File: src/rtl/clk_ratio_pkg.sv
// Shared types and sizing helpers for the clock ratio meter.
// Pure definitions: no latency, no flow control.
package clk_ratio_pkg;

    typedef enum logic [1:0] {IDLE, ARM, MEASURE, DONE} state_t;

    localparam int MEAS_CNT_W = 16;

    // Right-shift that turns an accumulated sum into an average.
    function automatic int log2_periods(input int n);
        return (n <= 1) ? 0 : $clog2(n);
    endfunction

    // Index width able to hold the value n itself.
    function automatic int idx_width(input int n);
        return $clog2(n + 1);
    endfunction

endpackage

File: src/rtl/sync_rise_detect.sv
// Synchronizes an async level and flags its rising edge; SYNC_STAGES cycles to level_o.
// Latency fixed; no backpressure, every edge seen by the sync chain is reported once.
module sync_rise_detect #(
    parameter int SYNC_STAGES = 2
) (
    input  logic clk,
    input  logic reset_l,
    input  logic d_in,
    output logic level_o,
    output logic rise_o
);

    logic [SYNC_STAGES-1:0] sync_q;
    logic                   hist_q;

    always_ff @(posedge clk or negedge reset_l) begin
        if (!reset_l) begin
            sync_q <= '0;
            hist_q <= 1'b0;
        end else begin
            sync_q <= {sync_q[SYNC_STAGES-2:0], d_in};
            hist_q <= sync_q[SYNC_STAGES-1];
        end
    end

    assign level_o = sync_q[SYNC_STAGES-1];
    assign rise_o  = sync_q[SYNC_STAGES-1] & ~hist_q;

endmodule

File: src/rtl/clk_ratio_meter.sv
// Averages clk cycles per ref_in period over NUM_PERIODS periods; result valid the cycle after the closing edge.
// Result is held in DONE until ratio_ready_i; reference edges arriving while held are ignored.
module clk_ratio_meter
    import clk_ratio_pkg::*;
#(
    parameter int CNT_W       = 32,
    parameter int NUM_PERIODS = 4,
    parameter int SYNC_STAGES = 2
) (
    input  logic                  clk,
    input  logic                  reset_l,
    input  logic                  enable,
    input  logic                  ref_in,
    output logic [CNT_W-1:0]      ratio_o,
    output logic                  ratio_valid_o,
    input  logic                  ratio_ready_i,
    output logic                  overflow_o,
    output logic                  busy_o,
    output logic [MEAS_CNT_W-1:0] meas_count_o
);

    localparam int               LOG2_N  = log2_periods(NUM_PERIODS);
    localparam int               ACC_W   = CNT_W + LOG2_N;
    localparam int               IDX_W   = idx_width(NUM_PERIODS);
    localparam logic [CNT_W-1:0] CNT_MAX = '1;

    state_t                  state_q, state_d;
    logic [CNT_W-1:0]        cnt_q, cnt_d;
    logic [ACC_W-1:0]        acc_q, acc_d;
    logic [IDX_W-1:0]        idx_q, idx_d;
    logic                    sat_q, sat_d;
    logic                    ovf_q, ovf_d;
    logic [CNT_W-1:0]        ratio_q, ratio_d;
    logic                    valid_q, valid_d;
    logic [MEAS_CNT_W-1:0]   meas_q, meas_d;

    logic                    ref_level_unused;
    logic                    ref_rise;
    logic                    cnt_at_max;
    logic [IDX_W-1:0]        idx_inc;
    logic [ACC_W-1:0]        acc_sum;

    sync_rise_detect #(
        .SYNC_STAGES (SYNC_STAGES)
    ) u_sync (
        .clk     (clk),
        .reset_l (reset_l),
        .d_in    (ref_in),
        .level_o (ref_level_unused),
        .rise_o  (ref_rise)
    );

    assign cnt_at_max = (cnt_q == CNT_MAX);
    assign idx_inc    = idx_q + IDX_W'(1);
    assign acc_sum    = acc_q + ACC_W'(cnt_q);

    always_comb begin
        state_d = state_q;
        cnt_d   = cnt_q;
        acc_d   = acc_q;
        idx_d   = idx_q;
        sat_d   = sat_q;
        ovf_d   = ovf_q;
        ratio_d = ratio_q;
        valid_d = valid_q;
        meas_d  = meas_q;

        case (state_q)
            IDLE: begin
                cnt_d = '0;
                acc_d = '0;
                idx_d = '0;
                sat_d = 1'b0;
                ovf_d = 1'b0;
                state_d = ARM;
            end
            ARM: begin
                if (ref_rise) begin
                    cnt_d   = CNT_W'(1);
                    acc_d   = '0;
                    idx_d   = '0;
                    sat_d   = 1'b0;
                    state_d = MEASURE;
                end
            end
            MEASURE: begin
                if (cnt_at_max) begin
                    sat_d = 1'b1;
                    ovf_d = 1'b1;
                end
                if (ref_rise) begin
                    if (idx_inc == IDX_W'(NUM_PERIODS)) begin
                        // A single saturated period makes the average meaningless.
                        ratio_d = (sat_q || cnt_at_max) ? CNT_MAX
                                                        : CNT_W'(acc_sum >> LOG2_N);
                        valid_d = 1'b1;
                        state_d = DONE;
                    end else begin
                        acc_d = acc_sum;
                        cnt_d = CNT_W'(1);
                        idx_d = idx_inc;
                    end
                end else if (!cnt_at_max) begin
                    cnt_d = cnt_q + CNT_W'(1);
                end
            end
            DONE: begin
                if (valid_q && ratio_ready_i) begin
                    valid_d = 1'b0;
                    meas_d  = meas_q + MEAS_CNT_W'(1);
                    state_d = ARM;
                end
            end
            default: state_d = IDLE;
        endcase

        // Disable wins over everything: partial or held results are dropped uncounted.
        if (!enable) begin
            state_d = IDLE;
            valid_d = 1'b0;
            ratio_d = ratio_q;
            meas_d  = meas_q;
        end
    end

    always_ff @(posedge clk or negedge reset_l) begin
        if (!reset_l) begin
            state_q <= IDLE;
            cnt_q   <= '0;
            acc_q   <= '0;
            idx_q   <= '0;
            sat_q   <= 1'b0;
            ovf_q   <= 1'b0;
            ratio_q <= '0;
            valid_q <= 1'b0;
            meas_q  <= '0;
        end else begin
            state_q <= state_d;
            cnt_q   <= cnt_d;
            acc_q   <= acc_d;
            idx_q   <= idx_d;
            sat_q   <= sat_d;
            ovf_q   <= ovf_d;
            ratio_q <= ratio_d;
            valid_q <= valid_d;
            meas_q  <= meas_d;
        end
    end

    assign ratio_o       = ratio_q;
    assign ratio_valid_o = valid_q;
    assign overflow_o    = ovf_q;
    assign busy_o        = (state_q == ARM) || (state_q == MEASURE);
    assign meas_count_o  = meas_q;

endmodule

File: config.mk
export PLATFORM = sky130hd
export DESIGN_NAME = clk_ratio_meter
export DESIGN_NICKNAME = d
export VERILOG_FILES = /design/src/rtl/clk_ratio_pkg.sv /design/src/rtl/sync_rise_detect.sv /design/src/rtl/clk_ratio_meter.sv
export SDC_FILE = /design/constraint.sdc
export NUM_CORES = 1
export LEC_CHECK = 0
export ABC_AREA = 1
export BUFFER_PORTS_ARGS = -buffer_cell sky130_fd_sc_hd__buf_4
export CORE_MARGIN = 2
export CORE_UTILIZATION = 62
export DETAILED_ROUTE_END_ITERATION = 8
export PLACE_DENSITY = 0.81
export SYNTH_ARGS = -nofsm -noshare
export SYNTH_HDL_FRONTEND = slang
export SYNTH_SLANG_ARGS = --single-unit
File: constraint.sdc
create_clock -name clk -period 2.6 [get_ports clk]
set_clock_uncertainty 0.05 [all_clocks]
set_input_delay 0.26 -clock clk [delete_from_list [all_inputs] [get_ports clk]]
set_output_delay 0.26 -clock clk [all_outputs]
set_load 0.02 [all_outputs]
* After elaboration in Yosys (flattened, before gate mapping)
Index checks and enable logic that the tools add are counted.
** Storage, ports and cells
- Flip-flop bits (word level) :: 125
- Input port bits :: 5
- Output and inout bits :: 51
- Logic and storage cells :: 76
** Operators by class
- Add/sub/neg operators :: 4
- Equal/unequal tests :: 16
- Muxes and demuxes :: 29
- Bitwise gates (word level) :: 2
- Reductions and logical operators :: 14
** Operators with widths (number)
- 2-to-1 mux 32 bit :: 5
- 2-to-1 mux 34 bit :: 3
- one-hot mux 34 bit (3 select lines) :: 1
- one-hot mux 32 bit (3 select lines) :: 1
- adder 34 x 32 -> 34 bit :: 1
- adder 32 x 1 -> 32 bit (second input constant) :: 1
- == test 32 bit (second input constant) :: 1
- AND reduction 4 bit :: 5
- != test 3 bit (second input constant) :: 6
- adder 16 x 1 -> 16 bit (second input constant) :: 1
- 2-to-1 mux 2 bit :: 5
- 2-to-1 mux 3 bit :: 3
- one-hot mux 3 bit (3 select lines) :: 1
- != test 2 bit (second input constant) :: 4
- one-hot mux 2 bit (4 select lines) :: 1
- 2-to-1 mux 1 bit :: 6
- AND reduction 3 bit :: 2
- == test 2 bit (second input constant) :: 2
- one-hot mux 1 bit (2 select lines) :: 2
- adder 3 x 1 -> 3 bit (second input constant) :: 1
- == test 3 bit (second input constant) :: 1
- != test 3 x 1 -> 1 bit (second input constant) :: 1
- one-hot mux 1 bit (3 select lines) :: 1
- nonzero test 3 bit :: 1
- 8 further kinds :: 9

* Logic depth before layout (Yosys ltp)
Gate-level depths: netlist of run 1.
- Depth in word-level cells :: 6
- Mapped depth :: 17

* By module
A second synthesis of run 1 with hierarchy kept.
** Unflattened totals
- Cell total of the unflattened synthesis :: 1175
- Area, all modules :: 8240.4 um^2
** By module, submodules not included
- clk_ratio_meter :: instances 1, cells an instance 1170, area each 8155.3 um^2, sequential area each 3052.9 um^2
- sync_rise_detect :: instances 1, cells an instance 5, area each 85.1 um^2, sequential area each 75.1 um^2

* Worst setup path after synthesis of run 1
No wires, ideal clock.
- Path kind :: register -> register
- Start point :: register cnt_q[0]
- End point :: register ratio_q[18], in the netlist ratio_o[18]
- Setup time :: 120 ps
- Arrival :: 1891 ps
- Data required time :: 2430 ps
- Slack :: 540 ps
- Cell stages (with the launch flop) :: 18
- Path buffers :: 0
- Cell sequence :: dfrtp_1 ha_1 inv_1 fa_1 inv_1 nand3_1 nand2_1 nand2_1 nand2_1 nand2_1 nand2_1 nand2_1 nand2_1 nand2_1 nand2_1 nand2_1 o21ai_0 inv_1
** Between the ends
- Longest elaborated chain between the ends :: 3
- Elaborated cells between the ends (all ways) :: 4
** Ends and longest elaborated chain
- start, declared :: line clk_ratio_meter.sv:28 : logic [CNT_W-1:0] cnt_q, cnt_d;
- start signal, assigned :: line clk_ratio_meter.sv:139 : cnt_q <= cnt_d;
- parallel branches: the longest is 2 deep, another holds adder 34 x 32 -> 34 bit
- 2-to-1 mux 32 bit (*) :: line clk_ratio_meter.sv:94 : ratio_d = (sat_q || cnt_at_max) ? CNT_MAX
- end signal, assigned :: line clk_ratio_meter.sv:144 : ratio_q <= ratio_d;
- end, declared :: line clk_ratio_meter.sv:33 : logic [CNT_W-1:0] ratio_q, ratio_d;
Mark *: on every way between the ends.
A chain may end at the register's enable or synchronous reset.

* Final worst setup path of run 1
- Start point :: register state_q[1]
- End point :: register acc_q[16]
** Between the ends
- Longest elaborated chain between the ends :: 3
- Elaborated cells between the ends (all ways) :: 9
** Ends and longest elaborated chain
- start, declared :: line clk_ratio_meter.sv:27 : state_t state_q, state_d;
- start signal, assigned :: line clk_ratio_meter.sv:138 : state_q <= state_d;
- == test 2 bit, or another cell as far along :: line clk_ratio_meter.sv:68 : case (state_q)
- != test 2 bit (no source line) or nonzero test 3 bit (tied branches)
- AND reduction 4 bit (no source line)
- end signal, assigned :: line clk_ratio_meter.sv:130 : acc_q <= '0;
- end signal, assigned :: line clk_ratio_meter.sv:140 : acc_q <= acc_d;
- end, declared :: line clk_ratio_meter.sv:29 : logic [ACC_W-1:0] acc_q, acc_d;
Parallel ways exist; a longest one is shown, timed or not.

==> run summary, run 1 <==
Hold Crit Class - primary input to flop
Finished Layout Cells - 1464
Warnings, synthesis - 0
CTS tree - done
area leader, netlist - dfrtp_1
dpl cell area - 9165 um2
root buffer cell - clkbuf_16
max cap viols - 0
worst path bufs/invs - 3
initial core utilization - 0.6364
async set-reset flop share out of synthesis - 1.000
number of global-route vias before repair - 7781
syn nets - 1250
Slew Limit Fails - 0
critical path class - flop to flop
Area contributors post-synth - dfrtp_1, nand2_1, inv_1
share of total power in sequential cells - 0.374
top cells by count, synth - nand2_1, inv_1, dfrtp_1
EDFF count, synth - 0
Total Routed Length - 24280 um
ys flop type - dfrtp_1
portion of total power attributed to combinational logic - 0.205
crit-path cells - inv_1 > ha_1 > inv_1 > nor2_1 > nor2_2 > nand3_2 > nor2_4 > inv_2 > a21oi_1 > a21o_1
Cell Rows - 42
Hold Slack - 0.08688 ns
Internal - 3564 uW
n_diodes - 0
worst relative slew slack - 0.5511
run status - completed
#FFs+latches synth - 125
final period utilization - 0.9426
chip height - 120.8 um
min cycle time layout - 2.451 ns
XOR/XNOR Fraction of Synth Area - 0.03106
crit path launch type - flop
post-synthesis mux area share - 0
Worst-Skew Late Latency - 0.43 ns
Area Overhead vs Synth - 15.20%
number of I/O pins - 56
Setup violations, final - 0
total CTS buffers - 17
Worst-path clk slew - 0.06 ns
fin util - 0.7331
Cells after DPL - 1431
number of buffers added for setup after CTS - 0
endpoints failing hold - 0
Post-DP HPWL - 17580 um
antenna violations before repair - 0
GRT Util Overall - 0.3505
Clock Path Buffers - 2
share of cells above drive strength 1 - 0.1335
RSZ-0062 raised after global routing - false
Num Clock Sinks - 125
DRT antenna net count - 0
# DRC - 0
Max Fclk - 408.1 MHz
post-synth top area share - 0.3697
Gate Count Post-Synth - 1204
final net count - 1322
Vias/cell - 5.627
Max VDD drop - 0.0006798 V
top fanout value on the critical path - 21
Pwr Density - 552.3 nW/um2
GRT Residual Overflow - 0
largest net degree at the start of global routing - 70
area fraction in compound gates after synthesis - 0.1006
core footprint - 13300 um2
CP top delay family - simple AND/OR/NAND/NOR gates
Post-Syn Area - 8461 um2
gpl congestion - 1.026
die footprint - 14600 um2
crit path DAT - 2.77 ns
Post-Synth Adder-Cell Area - 0.06152
Required @ worst endpoint - 2.92 ns
switching part of the total - 0.3380
drt initial violations - 938
Net Switching - 1820 uW
Crit. End Element - flop
post-route cell area - 9747 um2
Clk pwr share - 0.421
slowest CP cell - nor2_4
width of the die - 120.8 um
Static Leakage - 0.005090 uW
cell mode on critical path - inv_1
Synth Area in Simple Gates - 0.3406
PortBufs - 55
most common cell in the netlist - nand2_1
Yosys cell types - 47
slowest cell delay on critical path - 0.54 ns
routed len/inst - 16.58 um
synthesized area per cell - 7.027 um2
worst slew pin tran - 0.6718 ns
first-pass GRT wire length - 39680 um
setup TNS - 0 ns
Initial DRT Pass Iterations - 6
via count - 8238
sequential share of the synthesized area - 0.3697
CTS HTree Levels - 4
main combinational cell family by area after synthesis - simple AND/OR/NAND/NOR gates
-- layout make-up --
type / count / area (um2)
flip-flops and latches: 125 / 3129
multi-input cells: 874 / 4526
fillers: 1101 / 3548
clock buffers: 19 / 432.9
inverters: 183 / 690.7
well taps: 176 / 220.2
clock inverters: 12 / 117.6
repair buffers: 75 / 630.6
-- stage by stage --
step | worst slack (ns) | total power (uW)
global placement | 0.1939 | 3102
finish | 0.1493 | 5383
floorplan | 0.5398 | 2774
detailed placement | 0.08502 | 3116
global route | 0.002385 | 5557
CTS | 0.03300 | 5359
-- path summary, 6_finish.rpt --
check | startpoint | to | slack (ns) | cells past startpoint
worst max-delay path | state_q[1] | acc_q[16] | 0.15 | 10
worst min-delay path | enable | ratio_valid_o | 0.09 | 3
worst max register to register | state_q[1] | acc_q[16] | 0.15 | 10
worst min register to register | u_sync.sync_q[0] | u_sync.sync_q[1] | 0.30 | 0
max in group asynchronous | reset_l | cnt_q[0] | 1.82 | 3
min in group asynchronous | reset_l | cnt_q[27] | 0.33 | 3
-- cell usage in the layout (no fill, tap or decap), drive strengths merged, types with 2 or more instances in the layout --
cell type / instances
or2: 17
o22ai: 2
xnor2: 20
nand3b: 2
nand4: 15
nand2: 371
clkinvlp: 4
nor3: 26
clkinv: 8
a21oi: 61
o21ai: 64
clkbuf: 19
nor2: 115
buf: 73
nand3: 108
ha: 40
dfrtp: 125
dlygate4sd3: 2
inv: 182
o21bai: 3
o31ai: 8
a22o: 3
xor2: 10
o211ai: 3
-- cell families after synthesis --
logic type,Yosys count
AO/OA/AOI/OAI,148
XOR/XNOR,30
adder cells (fa/ha/maj),41
buffers and inverters,205
flip-flops,125
AND/OR/NAND/NOR,655
-- power groups by stage --
| stage | Sequential, uW | Clock (uW) | Combinational, uW |
|---|---|---|---|
| floorplan | 2050 | 0 | 724 |
| global placement | 2040 | 0 | 1060 |
| detailed placement | 2050 | 0 | 1070 |
| CTS | 2010 | 2260 | 1080 |
| global route | 2020 | 2350 | 1190 |
| finish | 2010 | 2270 | 1100 |
-- worst register-to-register path, cell delays in order (launching register included) --
cell     delay (ns)
dfrtp_1        0.40
inv_1          0.08
ha_1           0.23
inv_1          0.07
nor2_1         0.08
nor2_2         0.15
nand3_2        0.12
nor2_4         0.54
inv_2          0.37
a21oi_1        0.22
a21o_1         0.10
-- routing by layer --
layer | vias up | track usage | routed length, um
li1 | 3981 | - | -
met1 | 3862 | 0.4762 | 10530
met2 | 343 | 0.5650 | 11180
met3 | 52 | 0.07594 | 1982
met4 | 0 | 0.1039 | 579
met5 | - | 0 | 0
-- sequential cells by signal, summed over array words and instances, names as in the netlist --
| signal | flops |
|---|---|
| acc_q | 34 |
| cnt_q | 32 |
| ratio_o | 32 |
| meas_count_o | 16 |
| idx_q | 3 |
| state_q | 2 |
| u_sync.sync_q | 2 |
| overflow_o | 1 |
| ratio_valid_o | 1 |
| sat_q | 1 |
| u_sync.hist_q | 1 |
-- what timing repair did --
item / 4_1_cts / 5_1_grt
setup endpoints to repair: 0 / 15
hold endpoints to repair: 126 / 0
resized for setup: 0 / 5
hold buffers: 2 / 0
No activity file was read; power rests on OpenSTA's default activity.
==> run 2, diff against run 1 <==
--- a/config.mk
+++ b/config.mk
@@ -10,7 +10,7 @@
 export CORE_MARGIN = 2
 export CORE_UTILIZATION = 62
 export DETAILED_ROUTE_END_ITERATION = 8
-export PLACE_DENSITY = 0.81
+export PLACE_DENSITY = 0.79
 export SYNTH_ARGS = -nofsm -noshare
 export SYNTH_HDL_FRONTEND = slang
 export SYNTH_SLANG_ARGS = --single-unit
==> run 2 against run 1 <==
- clock power rose by 9.3%
- fmax rose by 3.5%
- register-to-register slack improved by 0.08 ns
- sequential power barely moved
- non-clock buffer count fell by 3
- worst setup slack improved by 0.083 ns
- combinational power barely moved
- count of clock-buffer cells in the layout fell by 1
==> run summary, run 2 (same netlist as run 1, synthesis figures left out) <==
cell mode on critical path - nand2_1
Internal - 3736 uW
portion of total power attributed to combinational logic - 0.198
Num Clock Sinks - 125
endpoints failing hold - 0
WHS Path Cells - 3
die footprint - 14600 um2
share of cells above drive strength 1 - 0.1353
largest net degree at the start of global routing - 56
# DRC - 0
commonest non-fill, non-tap cell in the layout - nand2_1
Total Routed Length - 24110 um
setup TNS - 0 ns
Net Switching - 1873 uW
initial core utilization - 0.6364
total CTS buffers - 17
switching part of the total - 0.3339
CTS tree - done
gpl congestion - 0.9863
GRT Util Overall - 0.3489
antenna violations before repair - 0
root buffer cell - clkbuf_16
Static Leakage - 0.005110 uW
number of I/O pins - 56
M1 WL - 10610 um
post-route cell area - 9778 um2
min cycle time layout - 2.368 ns
Required @ worst endpoint - 2.86 ns
slowest cell delay on critical path - 0.41 ns
width of the die - 120.8 um
core footprint - 13300 um2
RSZ-0062 raised after global routing - false
Setup violations, final - 0
first-pass GRT wire length - 39020 um
FF-to-FF End - acc_q[32]
Initial DRT Pass Iterations - 5
crit-path cells - ha_2 > inv_1 > fa_1 > inv_1 > nand3_1 > nand2_2 > nand2_1 > nand2_1 > nand3_1 > nand2_2 > nand2_1 > nand2_1 > nand2_1 > nand3_1 > o21ai_0
dpl cell area - 9119 um2
RR Startpoint - cnt_q[0]
total length of routed met3 wires - 1606 um
wire length on met2 - 11240 um
final net count - 1319
r2r setup slk - 0.23 ns
Worst-path clk slew - 0.06 ns
CP top delay family - simple AND/OR/NAND/NOR gates
chip height - 120.8 um
share of total power in sequential cells - 0.359
highest routed layer - met4
crit path launch type - flop
final worst slack - 0.2324 ns
routed len/inst - 16.49 um
number of flip-flops in the largest register - 34
dpl ws - 0.1625 ns
slowest CP cell - dfrtp_2
Post-DP HPWL - 17640 um
Area Overhead vs Synth - 15.57%
n_diodes - 0
worst hold path startpoint - enable
Max VDD drop - 0.0005169 V
drt initial violations - 850
max cap viols - 0
worst relative slew slack - 0.6430
via count - 8142
CTS HTree Levels - 4
Clock Path Buffers - 2
Slew Limit Fails - 0
DRT antenna net count - 0
Cells after DPL - 1426
FF-to-FF path depth - 15
Hold Slack - 0.1205 ns
Finished Layout Cells - 1462
Crit. End Element - flop
critical path class - flop to flop
final period utilization - 0.9106
Reg with most FFs - acc_q
Hold Crit Class - primary input to flop
worst path bufs/invs - 2
run status - completed
Max Fclk - 422.4 MHz
Clk pwr share - 0.443
Vias/cell - 5.569
GRT Residual Overflow - 0
Pwr Density - 573.7 nW/um2
PortBufs - 55
number of global-route vias before repair - 7842
Min-Delay Endpoint - ratio_valid_o
worst slew pin tran - 0.5355 ns
Worst-Skew Late Latency - 0.44 ns
Cell Rows - 42
crit path DAT - 2.62 ns
top fanout value on the critical path - 5
commonest cells after routing, fill and taps aside - nand2_1, inv_1, dfrtp_1, nor2_1, nand3_1
==> run 2: changes by cell type in the layout (fill, tap and decap cells not counted), sizes merged <==
cell / change
inv: +8
clkinv: -4
buf: -3
clkbuf: -1
clkinvlp: -3
bufinv: +1
==> run 2: worst max path at each step <==
stage,startpoint,endpoint,cells past startpoint
3_5_place_dp,cnt_q[0],acc_q[32],15
5_1_grt,cnt_q[0],acc_q[32],15
2_1_floorplan,cnt_q[0],ratio_o[18],17
6_report,cnt_q[0],acc_q[32],15
3_3_place_gp,cnt_q[0],ratio_o[20],17
4_1_cts,state_q[0],acc_q[13],9
==> run 2: tightest hold or removal path, delay by kind of cell <==
family                 cells  cell delay (ns)
AO/OA/AOI/OAI              2             0.17
buffers and inverters      1             0.14
==> run 2: layout make-up <==
cell class	count	area, um2
clock buffer	18	439.2
clock inverter	14	168.9
fill	1097	3517
inverter	183	690.7
multi-input combinational	874	4531
sequential	125	3129
tap	176	220.2
timing repair buffer	72	599.3
==> run 2: routing by layer <==
layer  vias to the layer above  GRT usage
li1                       3993          -
met1                      3793     0.4635
met2                       312     0.5600
met3                        44    0.07594
met4                         0     0.1323
met5                         -          0
==> run 2: power groups by stage <==
stage	Combinational, uW	Sequential, uW	Clock (uW)
after floorplan	724	2050	0
after global placement	1060	2040	0
after detailed placement	1070	2050	0
after CTS	1080	2010	2480
after global routing	1210	2020	2590
final	1110	2010	2480
==> run 2: timing repair <==
action,in CTS,in global routing
hold endpoints to repair,54,0
hold buffers,2,0
endpoints found under the setup margin,0,18
resized for setup,0,7
setup buffers,0,2
==> run 2: per-stage QoR <==
stage	power, uW	util
floorplan	2774	-
global route	5810	0.7355
global placement	3101	0.6859
CTS	5581	0.7331
detailed placement	3116	0.6859
finish	5609	0.7355
==> run 3, diff against run 2 <==
--- a/config.mk
+++ b/config.mk
@@ -11,6 +11,7 @@
 export CORE_UTILIZATION = 62
 export DETAILED_ROUTE_END_ITERATION = 8
 export PLACE_DENSITY = 0.79
+export REMOVE_ABC_BUFFERS = 1
 export SYNTH_ARGS = -nofsm -noshare
 export SYNTH_HDL_FRONTEND = slang
 export SYNTH_SLANG_ARGS = --single-unit
==> run 3 against run 2 <==
- hold slack got worse by 0.036 ns
- cell area down 0.18%
- flip-flop and latch count unchanged
- combinational power is essentially flat
- worst setup slack worse by 0.041 ns
- sequential share of layout area is 0.057 points higher
- via count fell by 0.72%
- fmax is 1.7% lower
- final cell count is essentially flat
- clock power decreased by 4%
- sequential power is essentially flat
- total power down 1.8%
- critical endpoint is now acc_q[16]
- largest power group unchanged
==> run summary, run 3 (same netlist as run 1, synthesis figures left out) <==
# DRC - 0
M1 WL - 10070 um
n_diodes - 0
Hold Crit Class - primary input to flop
top fanout value on the critical path - 21
Num Clock Sinks - 125
routed len/inst - 15.81 um
crit path DAT - 2.73 ns
wire length on met2 - 10410 um
worst slew pin tran - 0.6056 ns
Static Leakage - 0.005094 uW
Pwr Density - 564.1 nW/um2
GRT Util Overall - 0.3393
total CTS buffers - 17
initial core utilization - 0.6364
Total Routed Length - 23140 um
min cycle time layout - 2.409 ns
Worst-Skew Late Latency - 0.43 ns
root buffer cell - clkbuf_16
number of I/O pins - 56
core footprint - 13300 um2
post-route cell area - 9761 um2
Max VDD drop - 0.0005682 V
Slew Limit Fails - 0
largest net degree at the start of global routing - 65
run status - completed
Clock Path Buffers - 2
setup TNS - 0 ns
Required @ worst endpoint - 2.92 ns
first-pass GRT wire length - 38500 um
CTS HTree Levels - 4
width of the die - 120.8 um
Reg with most FFs - acc_q
die footprint - 14600 um2
Crit. End Element - flop
CTS tree - done
Worst-path clk slew - 0.06 ns
total power - 5506 uW
GRT Residual Overflow - 0
commonest cells after routing, fill and taps aside - nand2_1, inv_1, dfrtp_1, nor2_1, nand3_1
antenna violations before repair - 0
critical path class - flop to flop
max cap viols - 0
PortBufs - 55
Setup violations, final - 0
highest routed layer - met4
DRT antenna net count - 0
Area Overhead vs Synth - 15.37%
endpoints failing hold - 0
share of cells above drive strength 1 - 0.1352
RSZ-0062 raised after global routing - false
number of global-route vias before repair - 7785
Hold Slack - 0.08423 ns
Max Fclk - 415.2 MHz
number of flip-flops in the largest register - 34
final period utilization - 0.9264
commonest non-fill, non-tap cell in the layout - nand2_1
Initial DRT Pass Iterations - 5
Cell Rows - 42
Post-DP HPWL - 17220 um
final net count - 1320
total length of routed met3 wires - 1802 um
gpl congestion - 0.9856
drt initial violations - 669
dpl cell area - 9141 um2
Fillers - 1109
chip height - 120.8 um
worst relative slew slack - 0.5963
Vias/cell - 5.525
crit path launch type - flop
via count - 8083
[run 3: cell type report]
class	instances	area (um2)	area share
multi-input cells	874	4528	0.4639
flip-flops and latches	125	3129	0.3206
inverters	183	690.7	0.07076
repair buffers	73	606.8	0.06217
clock buffers	18	439.2	0.04499
well taps	176	220.2	0.02256
clock inverters	14	146.4	0.01500
[run 3: metal layers]
layer,vias to the layer above,GRT usage
met1,3707,0.4588
met5,-,0
met4,0,0.1323
met2,328,0.5275
met3,61,0.08208
li1,3987,-
[run 3: final timing paths]
kind | cells after the start | to | startpoint | slack [ns]
min in group asynchronous | 2 | cnt_q[31] | reset_l | 0.33
max in group asynchronous | 3 | meas_count_o[4] | reset_l | 1.48
min | 3 | ratio_valid_o | enable | 0.08
min reg2reg | 0 | u_sync.sync_q[1] | u_sync.sync_q[0] | 0.31
max | 10 | acc_q[16] | state_q[1] | 0.19
max reg2reg | 10 | acc_q[16] | state_q[1] | 0.19
[run 3: where the power goes]
group	total (uW)	switching, uW	internal [uW]
Clock	2380	1000	1370
Combinational	1120	836	281
Sequential	2010	31.2	1980
Total	5510	1870	3640
[run 3: worst max-delay path, stage by stage (launching register included)]
cell and delay (ns):
dfrtp_1 0.39, inv_1 0.08, ha_1 0.22, inv_1 0.06
nor2_1 0.09, nor2_2 0.15, nand3_2 0.17, nor2_4 0.49
inv_2 0.32, a21oi_1 0.22, a21o_1 0.10
[run 3: timing repair]
action,4_1_cts,5_1_grt
hold buffers,2,0
setup buffers,0,0
setup endpoints to repair,0,15
gates resized for setup,0,6
hold endpoints to repair,62,0
[run 3: through the flow]
step                  util  worst slack [ns]  instances
floorplan                -          -0.05868       1182
global placement    0.6876            0.2149       1429
detailed placement  0.6876            0.1599       1429
CTS                 0.7331            0.1372       1463
global route        0.7341          0.006346       1463
finish              0.7341            0.1915       1463
